[config.mk]
export PLATFORM = sky130hd
export DESIGN_NAME = multicycle_controller_flat
export DESIGN_NICKNAME = d
export VERILOG_FILES = /design/src/rtl/multicycle_controller_if.sv /design/src/rtl/multicycle_controller.sv /design/src/flat_wrapper.sv
export SDC_FILE = /design/constraint.sdc
export NUM_CORES = 1
export LEC_CHECK = 0
export CAP_MARGIN = 15
export CORE_ASPECT_RATIO = 1.5
export CORE_UTILIZATION = 45
export DETAILED_ROUTE_END_ITERATION = 7
export HOLD_SLACK_MARGIN = 0.1
export PLACE_DENSITY = 0.76
export SETUP_SLACK_MARGIN = 0.1
export SLEW_MARGIN = 20
export SYNTH_ARGS = -nofsm -noshare
export SYNTH_HDL_FRONTEND = slang
export SYNTH_SLANG_ARGS = --single-unit
[constraint.sdc]
create_clock -name clk -period 2.75 [get_ports clk]
set_clock_uncertainty 0.15 [all_clocks]
set_input_delay 0.275 -clock clk [delete_from_list [all_inputs] [get_ports clk]]
set_output_delay 0.275 -clock clk [all_outputs]
set_load 0.005 [all_outputs]
[src/rtl/multicycle_controller_if.sv]
// Control bundle between the multicycle MIPS main controller and its datapath.
//
// Signals
//   Opcode      instr[31:26] from IR, datapath -> controller
//   mem_ready   memory completes the current access, memory -> controller
//   PCWrite, Branch, IorD, MemWrite, IRWrite, RegDst, MemtoReg, RegWrite,
//   ALUSrcA, ALUSrcB[1:0], ALUOp[1:0], PCSrc[1:0]
//               datapath enables and mux selects, controller -> datapath
//   instr_done  one-cycle pulse in the last cycle of an instruction
//   mem_timeout one-cycle pulse when a memory wait is abandoned
//   illegal_op  present only when CTRL_ILLEGAL_OP_EN is defined
//
// Modports: master = controller side, slave = datapath side.
// Optional macro: CTRL_ILLEGAL_OP_EN adds illegal_op.
interface multicycle_controller_if;
  logic [5:0] Opcode;
  logic       mem_ready;
  logic       PCWrite;
  logic       Branch;
  logic       IorD;
  logic       MemWrite;
  logic       IRWrite;
  logic       RegDst;
  logic       MemtoReg;
  logic       RegWrite;
  logic       ALUSrcA;
  logic [1:0] ALUSrcB;
  logic [1:0] ALUOp;
  logic [1:0] PCSrc;
  logic       instr_done;
  logic       mem_timeout;
`ifdef CTRL_ILLEGAL_OP_EN
  logic       illegal_op;

  modport master (
    input  Opcode, mem_ready,
    output PCWrite, Branch, IorD, MemWrite, IRWrite, RegDst, MemtoReg, RegWrite,
           ALUSrcA, ALUSrcB, ALUOp, PCSrc, instr_done, mem_timeout, illegal_op
  );
  modport slave (
    output Opcode, mem_ready,
    input  PCWrite, Branch, IorD, MemWrite, IRWrite, RegDst, MemtoReg, RegWrite,
           ALUSrcA, ALUSrcB, ALUOp, PCSrc, instr_done, mem_timeout, illegal_op
  );
`else
  modport master (
    input  Opcode, mem_ready,
    output PCWrite, Branch, IorD, MemWrite, IRWrite, RegDst, MemtoReg, RegWrite,
           ALUSrcA, ALUSrcB, ALUOp, PCSrc, instr_done, mem_timeout
  );
  modport slave (
    output Opcode, mem_ready,
    input  PCWrite, Branch, IorD, MemWrite, IRWrite, RegDst, MemtoReg, RegWrite,
           ALUSrcA, ALUSrcB, ALUOp, PCSrc, instr_done, mem_timeout
  );
`endif
endinterface

[src/rtl/multicycle_controller.sv]
// Main control FSM of the multicycle MIPS datapath (feeds alu_decoder).
// Sequences fetch/decode/execute/memory/writeback from the 6-bit opcode and
// drives every datapath enable and mux select. Memory accesses wait on
// mem_ready, bounded by MEM_TIMEOUT cycles (0 = wait forever).
//
// Ports
//   clk  rising-edge clock
//   rst  asynchronous active-high reset
//   bus  multicycle_controller_if.master (opcode/mem_ready in, controls out)
//
// Optional macro: CTRL_ILLEGAL_OP_EN -- unknown opcodes trap in TRAP and
// raise illegal_op until reset; otherwise they retire as a NOP in DECODE.
module multicycle_controller #(
  parameter int MEM_TIMEOUT = 255
) (
  input  logic                     clk,
  input  logic                     rst,
  multicycle_controller_if.master  bus
);

  localparam logic [5:0] OP_LW    = 6'b100011;
  localparam logic [5:0] OP_SW    = 6'b101011;
  localparam logic [5:0] OP_RTYPE = 6'b000000;
  localparam logic [5:0] OP_BEQ   = 6'b000100;
  localparam logic [5:0] OP_ADDI  = 6'b001000;
  localparam logic [5:0] OP_J     = 6'b000010;

  localparam logic [7:0] TO_LIMIT = 8'(MEM_TIMEOUT);
  localparam bit         TO_EN    = (MEM_TIMEOUT != 0);

  typedef enum logic [3:0] {
    S_FETCH, S_DECODE, S_MEMADR, S_MEMRD, S_MEMWB, S_MEMWR, S_EXECUTE,
    S_ALUWB, S_BRANCH, S_ADDIEX, S_ADDIWB, S_JUMP, S_TRAP
  } state_t;

  state_t     state_q, state_d;
  logic [7:0] cnt_q, cnt_d;
  logic       wait_st;
  logic       timeout;

  always_ff @(posedge clk or posedge rst) begin
    if (rst) begin
      state_q <= S_FETCH;
      cnt_q   <= '0;
    end else begin
      state_q <= state_d;
      cnt_q   <= cnt_d;
    end
  end

  always_comb begin
    state_d          = state_q;
    cnt_d            = '0;
    bus.PCWrite      = 1'b0;
    bus.Branch       = 1'b0;
    bus.IorD         = 1'b0;
    bus.MemWrite     = 1'b0;
    bus.IRWrite      = 1'b0;
    bus.RegDst       = 1'b0;
    bus.MemtoReg     = 1'b0;
    bus.RegWrite     = 1'b0;
    bus.ALUSrcA      = 1'b0;
    bus.ALUSrcB      = 2'b00;
    bus.ALUOp        = 2'b00;
    bus.PCSrc        = 2'b00;
    bus.instr_done   = 1'b0;
`ifdef CTRL_ILLEGAL_OP_EN
    bus.illegal_op   = 1'b0;
`endif
    wait_st = (state_q == S_FETCH) || (state_q == S_MEMRD) || (state_q == S_MEMWR);
    // A ready in the limit cycle completes the access rather than timing out.
    timeout = TO_EN && wait_st && !bus.mem_ready && (cnt_q == TO_LIMIT);

    case (state_q)
      S_FETCH: begin
        bus.ALUSrcB = 2'b01;
        bus.IRWrite = bus.mem_ready;
        bus.PCWrite = bus.mem_ready;
        if (bus.mem_ready) state_d = S_DECODE;
      end
      S_DECODE: begin
        bus.ALUSrcB = 2'b11;
        case (bus.Opcode)
          OP_LW, OP_SW: state_d = S_MEMADR;
          OP_RTYPE:     state_d = S_EXECUTE;
          OP_BEQ:       state_d = S_BRANCH;
          OP_ADDI:      state_d = S_ADDIEX;
          OP_J:         state_d = S_JUMP;
`ifdef CTRL_ILLEGAL_OP_EN
          default:      state_d = S_TRAP;
`else
          default: begin
            bus.instr_done = 1'b1;
            state_d        = S_FETCH;
          end
`endif
        endcase
      end
      S_MEMADR: begin
        bus.ALUSrcA = 1'b1;
        bus.ALUSrcB = 2'b10;
        state_d     = (bus.Opcode == OP_SW) ? S_MEMWR : S_MEMRD;
      end
      S_MEMRD: begin
        bus.IorD = 1'b1;
        if (bus.mem_ready) state_d = S_MEMWB;
      end
      S_MEMWB: begin
        bus.MemtoReg   = 1'b1;
        bus.RegWrite   = 1'b1;
        bus.instr_done = 1'b1;
        state_d        = S_FETCH;
      end
      S_MEMWR: begin
        bus.IorD     = 1'b1;
        bus.MemWrite = 1'b1;
        if (bus.mem_ready) begin
          bus.instr_done = 1'b1;
          state_d        = S_FETCH;
        end
      end
      S_EXECUTE: begin
        bus.ALUSrcA = 1'b1;
        bus.ALUOp   = 2'b10;
        state_d     = S_ALUWB;
      end
      S_ALUWB: begin
        bus.RegDst     = 1'b1;
        bus.RegWrite   = 1'b1;
        bus.instr_done = 1'b1;
        state_d        = S_FETCH;
      end
      S_BRANCH: begin
        bus.ALUSrcA    = 1'b1;
        bus.ALUOp      = 2'b01;
        bus.PCSrc      = 2'b01;
        bus.Branch     = 1'b1;
        bus.instr_done = 1'b1;
        state_d        = S_FETCH;
      end
      S_ADDIEX: begin
        bus.ALUSrcA = 1'b1;
        bus.ALUSrcB = 2'b10;
        state_d     = S_ADDIWB;
      end
      S_ADDIWB: begin
        bus.RegWrite   = 1'b1;
        bus.instr_done = 1'b1;
        state_d        = S_FETCH;
      end
      S_JUMP: begin
        bus.PCSrc      = 2'b10;
        bus.PCWrite    = 1'b1;
        bus.instr_done = 1'b1;
        state_d        = S_FETCH;
      end
`ifdef CTRL_ILLEGAL_OP_EN
      S_TRAP: bus.illegal_op = 1'b1;
`endif
      default: state_d = S_FETCH;
    endcase

    // Wait states only loop on themselves while mem_ready is low, so the
    // counter is zero on entry; saturate so a disabled timeout never wraps.
    if (wait_st && !bus.mem_ready && !timeout) begin
      cnt_d = (cnt_q == 8'hFF) ? cnt_q : cnt_q + 8'd1;
    end

    // Abandoned access: nothing is written and the PC is left alone.
    if (timeout) begin
      bus.PCWrite    = 1'b0;
      bus.Branch     = 1'b0;
      bus.MemWrite   = 1'b0;
      bus.IRWrite    = 1'b0;
      bus.RegWrite   = 1'b0;
      bus.instr_done = 1'b0;
      state_d        = S_FETCH;
    end
    bus.mem_timeout = timeout && !rst;

    // state_q already reads FETCH during reset; the FETCH strobes follow
    // mem_ready combinationally, so they are killed here as well.
    if (rst) begin
      bus.PCWrite    = 1'b0;
      bus.Branch     = 1'b0;
      bus.MemWrite   = 1'b0;
      bus.IRWrite    = 1'b0;
      bus.RegWrite   = 1'b0;
      bus.instr_done = 1'b0;
    end
  end

endmodule
[src/flat_wrapper.sv]
// flat-port wrapper written by rule: the top's interface ports become plain ports
module multicycle_controller_flat 
#(
  parameter int MEM_TIMEOUT = 255
)
  (clk, rst, bus_Opcode, bus_mem_ready, bus_PCWrite, bus_Branch, bus_IorD, bus_MemWrite, bus_IRWrite, bus_RegDst, bus_MemtoReg, bus_RegWrite, bus_ALUSrcA, bus_ALUSrcB, bus_ALUOp, bus_PCSrc, bus_instr_done, bus_mem_timeout);
  multicycle_controller_if bus_i ();
  input  logic clk;
  input  logic rst;
  input wire logic [$bits(bus_i.Opcode)-1:0] bus_Opcode;
  input wire logic [$bits(bus_i.mem_ready)-1:0] bus_mem_ready;
  output wire logic [$bits(bus_i.PCWrite)-1:0] bus_PCWrite;
  output wire logic [$bits(bus_i.Branch)-1:0] bus_Branch;
  output wire logic [$bits(bus_i.IorD)-1:0] bus_IorD;
  output wire logic [$bits(bus_i.MemWrite)-1:0] bus_MemWrite;
  output wire logic [$bits(bus_i.IRWrite)-1:0] bus_IRWrite;
  output wire logic [$bits(bus_i.RegDst)-1:0] bus_RegDst;
  output wire logic [$bits(bus_i.MemtoReg)-1:0] bus_MemtoReg;
  output wire logic [$bits(bus_i.RegWrite)-1:0] bus_RegWrite;
  output wire logic [$bits(bus_i.ALUSrcA)-1:0] bus_ALUSrcA;
  output wire logic [$bits(bus_i.ALUSrcB)-1:0] bus_ALUSrcB;
  output wire logic [$bits(bus_i.ALUOp)-1:0] bus_ALUOp;
  output wire logic [$bits(bus_i.PCSrc)-1:0] bus_PCSrc;
  output wire logic [$bits(bus_i.instr_done)-1:0] bus_instr_done;
  output wire logic [$bits(bus_i.mem_timeout)-1:0] bus_mem_timeout;
  assign bus_i.Opcode = bus_Opcode;
  assign bus_i.mem_ready = bus_mem_ready;
  assign bus_PCWrite = bus_i.PCWrite;
  assign bus_Branch = bus_i.Branch;
  assign bus_IorD = bus_i.IorD;
  assign bus_MemWrite = bus_i.MemWrite;
  assign bus_IRWrite = bus_i.IRWrite;
  assign bus_RegDst = bus_i.RegDst;
  assign bus_MemtoReg = bus_i.MemtoReg;
  assign bus_RegWrite = bus_i.RegWrite;
  assign bus_ALUSrcA = bus_i.ALUSrcA;
  assign bus_ALUSrcB = bus_i.ALUSrcB;
  assign bus_ALUOp = bus_i.ALUOp;
  assign bus_PCSrc = bus_i.PCSrc;
  assign bus_instr_done = bus_i.instr_done;
  assign bus_mem_timeout = bus_i.mem_timeout;
  multicycle_controller #(.MEM_TIMEOUT(MEM_TIMEOUT)) u_core (.clk(clk), .rst(rst), .bus(bus_i));
endmodule
* Word-level counts from Yosys, hierarchy flattened
Cells that the tools add are included.
Operators by class: mux-type cells 36, eq/ne operators 21, add/subtract/negate cells 1, reduce and logical (&&, ||, !) cells 19
Operators by type and width (number):
- one-hot mux 4 bit (7 select lines) | 1
- 2-to-1 mux 1 bit | 22
- one-hot mux 4 bit (5 select lines) | 1
- equality test 4 x 3 -> 1 bit, second input constant | 4
- equality test 4 bit, second input constant | 4
- 2-to-1 mux 4 bit | 4
- 2-to-1 mux 8 bit | 2
- equality test 6 bit, second input constant | 2
- != test 3 x 2 -> 1 bit, second input constant | 3
- adder 8 x 1 -> 8 bit, second input constant | 1
- equality test 4 x 2 -> 1 bit, second input constant | 2
- equality test 8 bit, second input constant | 1
- one-hot mux 2 bit (2 select lines) | 2
- equality test 6 x 2 -> 1 bit, second input constant | 1
- equality test 6 x 3 -> 1 bit, second input constant | 1
- equality test 6 x 4 -> 1 bit, second input constant | 1
- logical NOT 6 bit | 1
- one-hot mux 2 bit (3 select lines) | 1
- OR reduction 2 bit | 3
- OR reduction 6 bit | 1
- OR reduction 5 bit | 1
- equality test 4 x 1 -> 1 bit, second input constant | 1
- logical AND 1 bit | 4
- logical NOT 4 bit | 1
- 9 further kinds | 12
Storage, ports and cells: input port bits 9, logic and storage cells 79, output and inout port bits 17, flip-flop bits (word level) 12

* Logic depth before layout (Yosys ltp)
depth after elaboration 8, depth in mapped cells 7, gate-level depth less buffers 6

* Least setup slack after synthesis
No wires, ideal clock.
kind register -> output, from register u_core.cnt_q[0], to output bus_PCWrite, path buffers 0, cell stages (with the launch flop) 7, path slack 0.849 ns, required time 2.325 ns, arrival time 1.476 ns, path through dfrtp_1 -> ha_1 -> nand2_1 -> nor3_1 -> nor4b_2 -> nor2_1 -> and3_1
On the way: word-level cells in the longest chain between the ends 4
RTL lines:
- start: declaration | line multicycle_controller.sv:37 | logic [7:0] cnt_q, cnt_d;
- start signal: assignment | line multicycle_controller.sv:47 | cnt_q <= cnt_d;
- equality test 8 bit | line multicycle_controller.sv:72 | timeout = TO_EN && wait_st && !bus.mem_ready && (cnt_q == TO_LIMIT);
- logical AND 1 bit | line multicycle_controller.sv:72
- 2-to-1 mux 1 bit | line multicycle_controller.sv:170 | if (timeout) begin
- 2-to-1 mux 1 bit | line multicycle_controller.sv:183 | if (rst) begin
- end: declaration | line flat_wrapper.sv:12 | output wire logic [$bits(bus_i.PCWrite)-1:0] bus_PCWrite;
Every way passes these cells.

* Worst setup path after layout
from register u_core.state_q[2], to output bus_MemWrite
On the way: word-level cells in the longest chain between the ends 7, elaborated cells between the ends (all ways) 10, those cells by class eq/ne (2); mux (3); reduce/logical (5)
RTL lines:
- start: declaration | line multicycle_controller.sv:36 | state_t state_q, state_d;
- start signal: assignment | line multicycle_controller.sv:46 | state_q <= state_d;
- equality test 4 x 2 -> 1 bit / logical NOT 4 bit (equally long branches) | line multicycle_controller.sv:70 | wait_st = (state_q == S_FETCH) || (state_q == S_MEMRD) || (state_q == S_MEMWR);
- logical OR 1 bit (2 in series) | line multicycle_controller.sv:70
- logical AND 1 bit (2 in series) | line multicycle_controller.sv:72
- 2-to-1 mux 1 bit (*) | line multicycle_controller.sv:170
- 2-to-1 mux 1 bit (*) | line multicycle_controller.sv:183
- end: declaration | line flat_wrapper.sv:15 | output wire logic [$bits(bus_i.MemWrite)-1:0] bus_MemWrite;
Every way passes the cells marked *; elsewhere a longest branch is shown, timed or not.

==> results.toml <==
[grt]
grtUsageMet1 = 0.2250
grt_pass1_vias = 966
gr-usage-met3 = 0.01581
use_met2 = 0.4738
grt_pass1_wl_um = 3870
gr-usage-all-layers = 0.2462
top_usage_layer = "met2"
grt-ovfl-total = 0
grt_max_degree = 14
antenna_found_initial = 0

[yosys]
synth_largest_area_cell = "dfrtp_1"
syn_nets = 131
yosysTopAreaCellShare = 0.3320
yosys.area_share.simple = 0.3237
synthCells = 121
async_flop_share = 1.000
yosys-top-cells-area = "dfrtp_1, nor3_1, nor2_1"
ys_ff_latch = 12
muxShareOfSynthArea = 0.01107
synth-xor-area-share = 0.08714
yosysWarningCount = 0
synth_top_family_by_area = "simple AND/OR/NAND/NOR gates"
avgSynthCellArea_um2 = 7.476
synth.distinct_cells = 32
ys_top_cells_by_count = "nor2_1, nor3_1, dfrtp_1"
yosysMostFrequentCell = "nor2_1"
synthFlopType = "dfrtp_1"
synthAdderAreaFrac = 0.01383
synth_compound_gate_area_share = 0.1715
syn_area_um2 = 904.6
yosysSeqAreaShare = 0.3320
synth_edf_count = 0

[die]
ios = 26
die-area_um2 = 2197
coreArea_um2 = 1854
die_h_um = 56.91
start_util = 0.4879
rows = 19
die-width_um = 38.61

[sta]
finalHoldViolCount = 0
finalCriticalPeriod_ns = 2.620
worstMarginPinSlew_ns = 0.3358
slew_violations = 0
rsz0062_at_grt = "yes"
post-route-period-util = 0.9529
finalSetupViolCount = 0
maxSlewHeadroom = 0.7704
setup-tns-final_ns = 0
timing.fmax_ghz = 0.3816

[pwr]
ir_drop_mv = 0.3320
total_power_uw = 886.0
switchingPower_uw = 363.8
sw_frac_of_total = 0.4107
p_leak_uw = 0.0005178
p_int_uw = 522.1
comb_power_share = 0.557
p_per_area_nw_per_um2 = 681.5
power_frac_clock = 0.155
p_seq_frac = 0.288

[route]
firstDrtPassIters = 4
avgRoutedWirePerCell_um = 14.15
ant_nets = 0
viasPerCell = 5.816
drc_errors = 0
totalWireLength_um = 2462
num_vias = 1012
drt_iter0_markers = 34

[worst_setup_path]
worstPathMaxFanout = 5
crit_type = "flip-flop to primary output"
r2r_start = "u_core.state_q[2]$_DFFE_PP0P_"
setup.worst_path.start_class = "flip-flop"
crit_required_ns = 2.33
cp-end-kind = "primary output"
crit_start = "u_core.state_q[2]$_DFFE_PP0P_"
cp_data_arrival_time_ns = 2.20

[clock_tree]
clk_pin_slew_ns = 0.07
cts_tree = "done"
cts_hold_buf = 0
clk_latency_ns = 0.27
clock_path_buffers = 2
numClockSinks = 12
cts_made_buffers = 3
root_buffer = "clkbuf_4"
cts_max_level = 1

[cells_and_area]
final_layout_size_suffix_gt1_frac = 0.1634
syn2layout_area_growth_pct = 43.71
fin_nets = 164
antenna_cells = 0

[place]
dp_hpwl_um = 1863
gp_congestion = 0.8564
io_buffers = 25

[hold_path]
min_path_type = "input pin to asynchronous set/reset pin"

[run_status]
outcome = "finished, final reports clean"

[job]
cap_violations = 0
[through the flow]
| step | instances | utilization | setup slack [ns] | hold slack, ns | cell area [um^2] |
|---|---|---|---|---|---|
| 2_1_floorplan | 121 | - | 0.8491 | -0.005265 | 904.6 |
| 4_1_cts | 171 | 0.6822 | 0.1238 | 0.2963 | 1265 |
| 3_5_place_dp | 165 | 0.6437 | 0.2357 | 0.3644 | 1194 |
| 3_3_place_gp | 165 | 0.6437 | 0.2483 | 0.3157 | 1194 |
| 5_1_grt | 174 | 0.7011 | 0.05577 | 0.3188 | 1300 |
| 6_report | 174 | 0.7011 | 0.1295 | 0.3192 | 1300 |
[path summary, 6_finish.rpt]
| check | to | slack (ns) | depth (start not counted) |
|---|---|---|---|
| max | bus_MemWrite | 0.13 | 6 |
| max reg2reg | u_core.cnt_q[5]$_DFFE_PP0P_ | 0.88 | 5 |
| min in group clk | u_core.cnt_q[7]$_DFFE_PP0P_ | 0.40 | 2 |
| min reg2reg | u_core.cnt_q[7]$_DFFE_PP0P_ | 0.40 | 2 |
| min | u_core.state_q[2]$_DFFE_PP0P_ | 0.32 | 3 |
| max in group asynchronous | u_core.state_q[0]$_DFFE_PP0P_ | 1.97 | 3 |
[cell usage in the layout (no fill, tap or decap), types with 2 or more instances in the layout]
cell type	n
o21ai_0	9
dfrtp_1	10
nor3_2	3
clkdlybuf4s50_1	25
xnor2_1	3
nor2_1	16
buf_4	11
nand2_1	8
inv_2	2
clkbuf_4	3
and2_1	2
and3_1	4
inv_1	4
nand3_1	8
nor3_1	10
nor4_1	3
xor2_1	6
dfrtp_2	2
a21oi_1	5
[sequential cells by signal, indices dropped and copies added (netlist names)]
register        flops
u_core.cnt_q        8
u_core.state_q      4
[kinds of logic after synthesis]
logic type | after synthesis
flip-flops | 12
XOR/XNOR | 9
multiplexers | 1
adder cells (fa/ha/maj) | 1
AO/OA/AOI/OAI | 25
buffers and inverters | 14
AND/OR/NAND/NOR | 59
[power by group through the flow]
stage          clock network (uW)  logic (uW)  registers (uW)
3_3_place_gp                    0         442             251
2_1_floorplan                   0         277             234
3_5_place_dp                    0         448             255
5_1_grt                       148         539             258
6_report                      137         494             255
4_1_cts                       140         476             249
[area by class of cell]
class / instances / area (um^2)
Timing Repair Buffer: 36 / 332.8
Clock buffer: 4 / 36.28
Inverter: 6 / 22.52
Multi-Input combinational cell: 95 / 579.3
Tap cell: 21 / 26.28
Sequential cell: 12 / 302.8
Fill cell: 156 / 554.3
[routing by layer]
layer | routed length (um) | up-vias
li1 | - | 499
met1 | 894 | 474
met2 | 1415 | 33
met3 | 72 | 6
met4 | 80 | 0
met5 | 0 | -
[what timing repair did]
action	4_1_cts	5_1_grt
gates resized for setup	4	6
endpoints found under the hold margin	0	0
pin swaps	0	1
cloned	0	0
endpoints found under the setup margin	6	6
setup buffers	2	3
[critical path, stage by stage, from the launching register on]
cell and delay [ns]:
dfrtp_1 0.44, xor2_1 0.19, a21oi_2 0.22, nor4b_4 0.07, buf_4 0.16, nor4_1 0.29, clkdlybuf4s50_1 0.56
No activity file was read; power rests on OpenSTA's default activity.
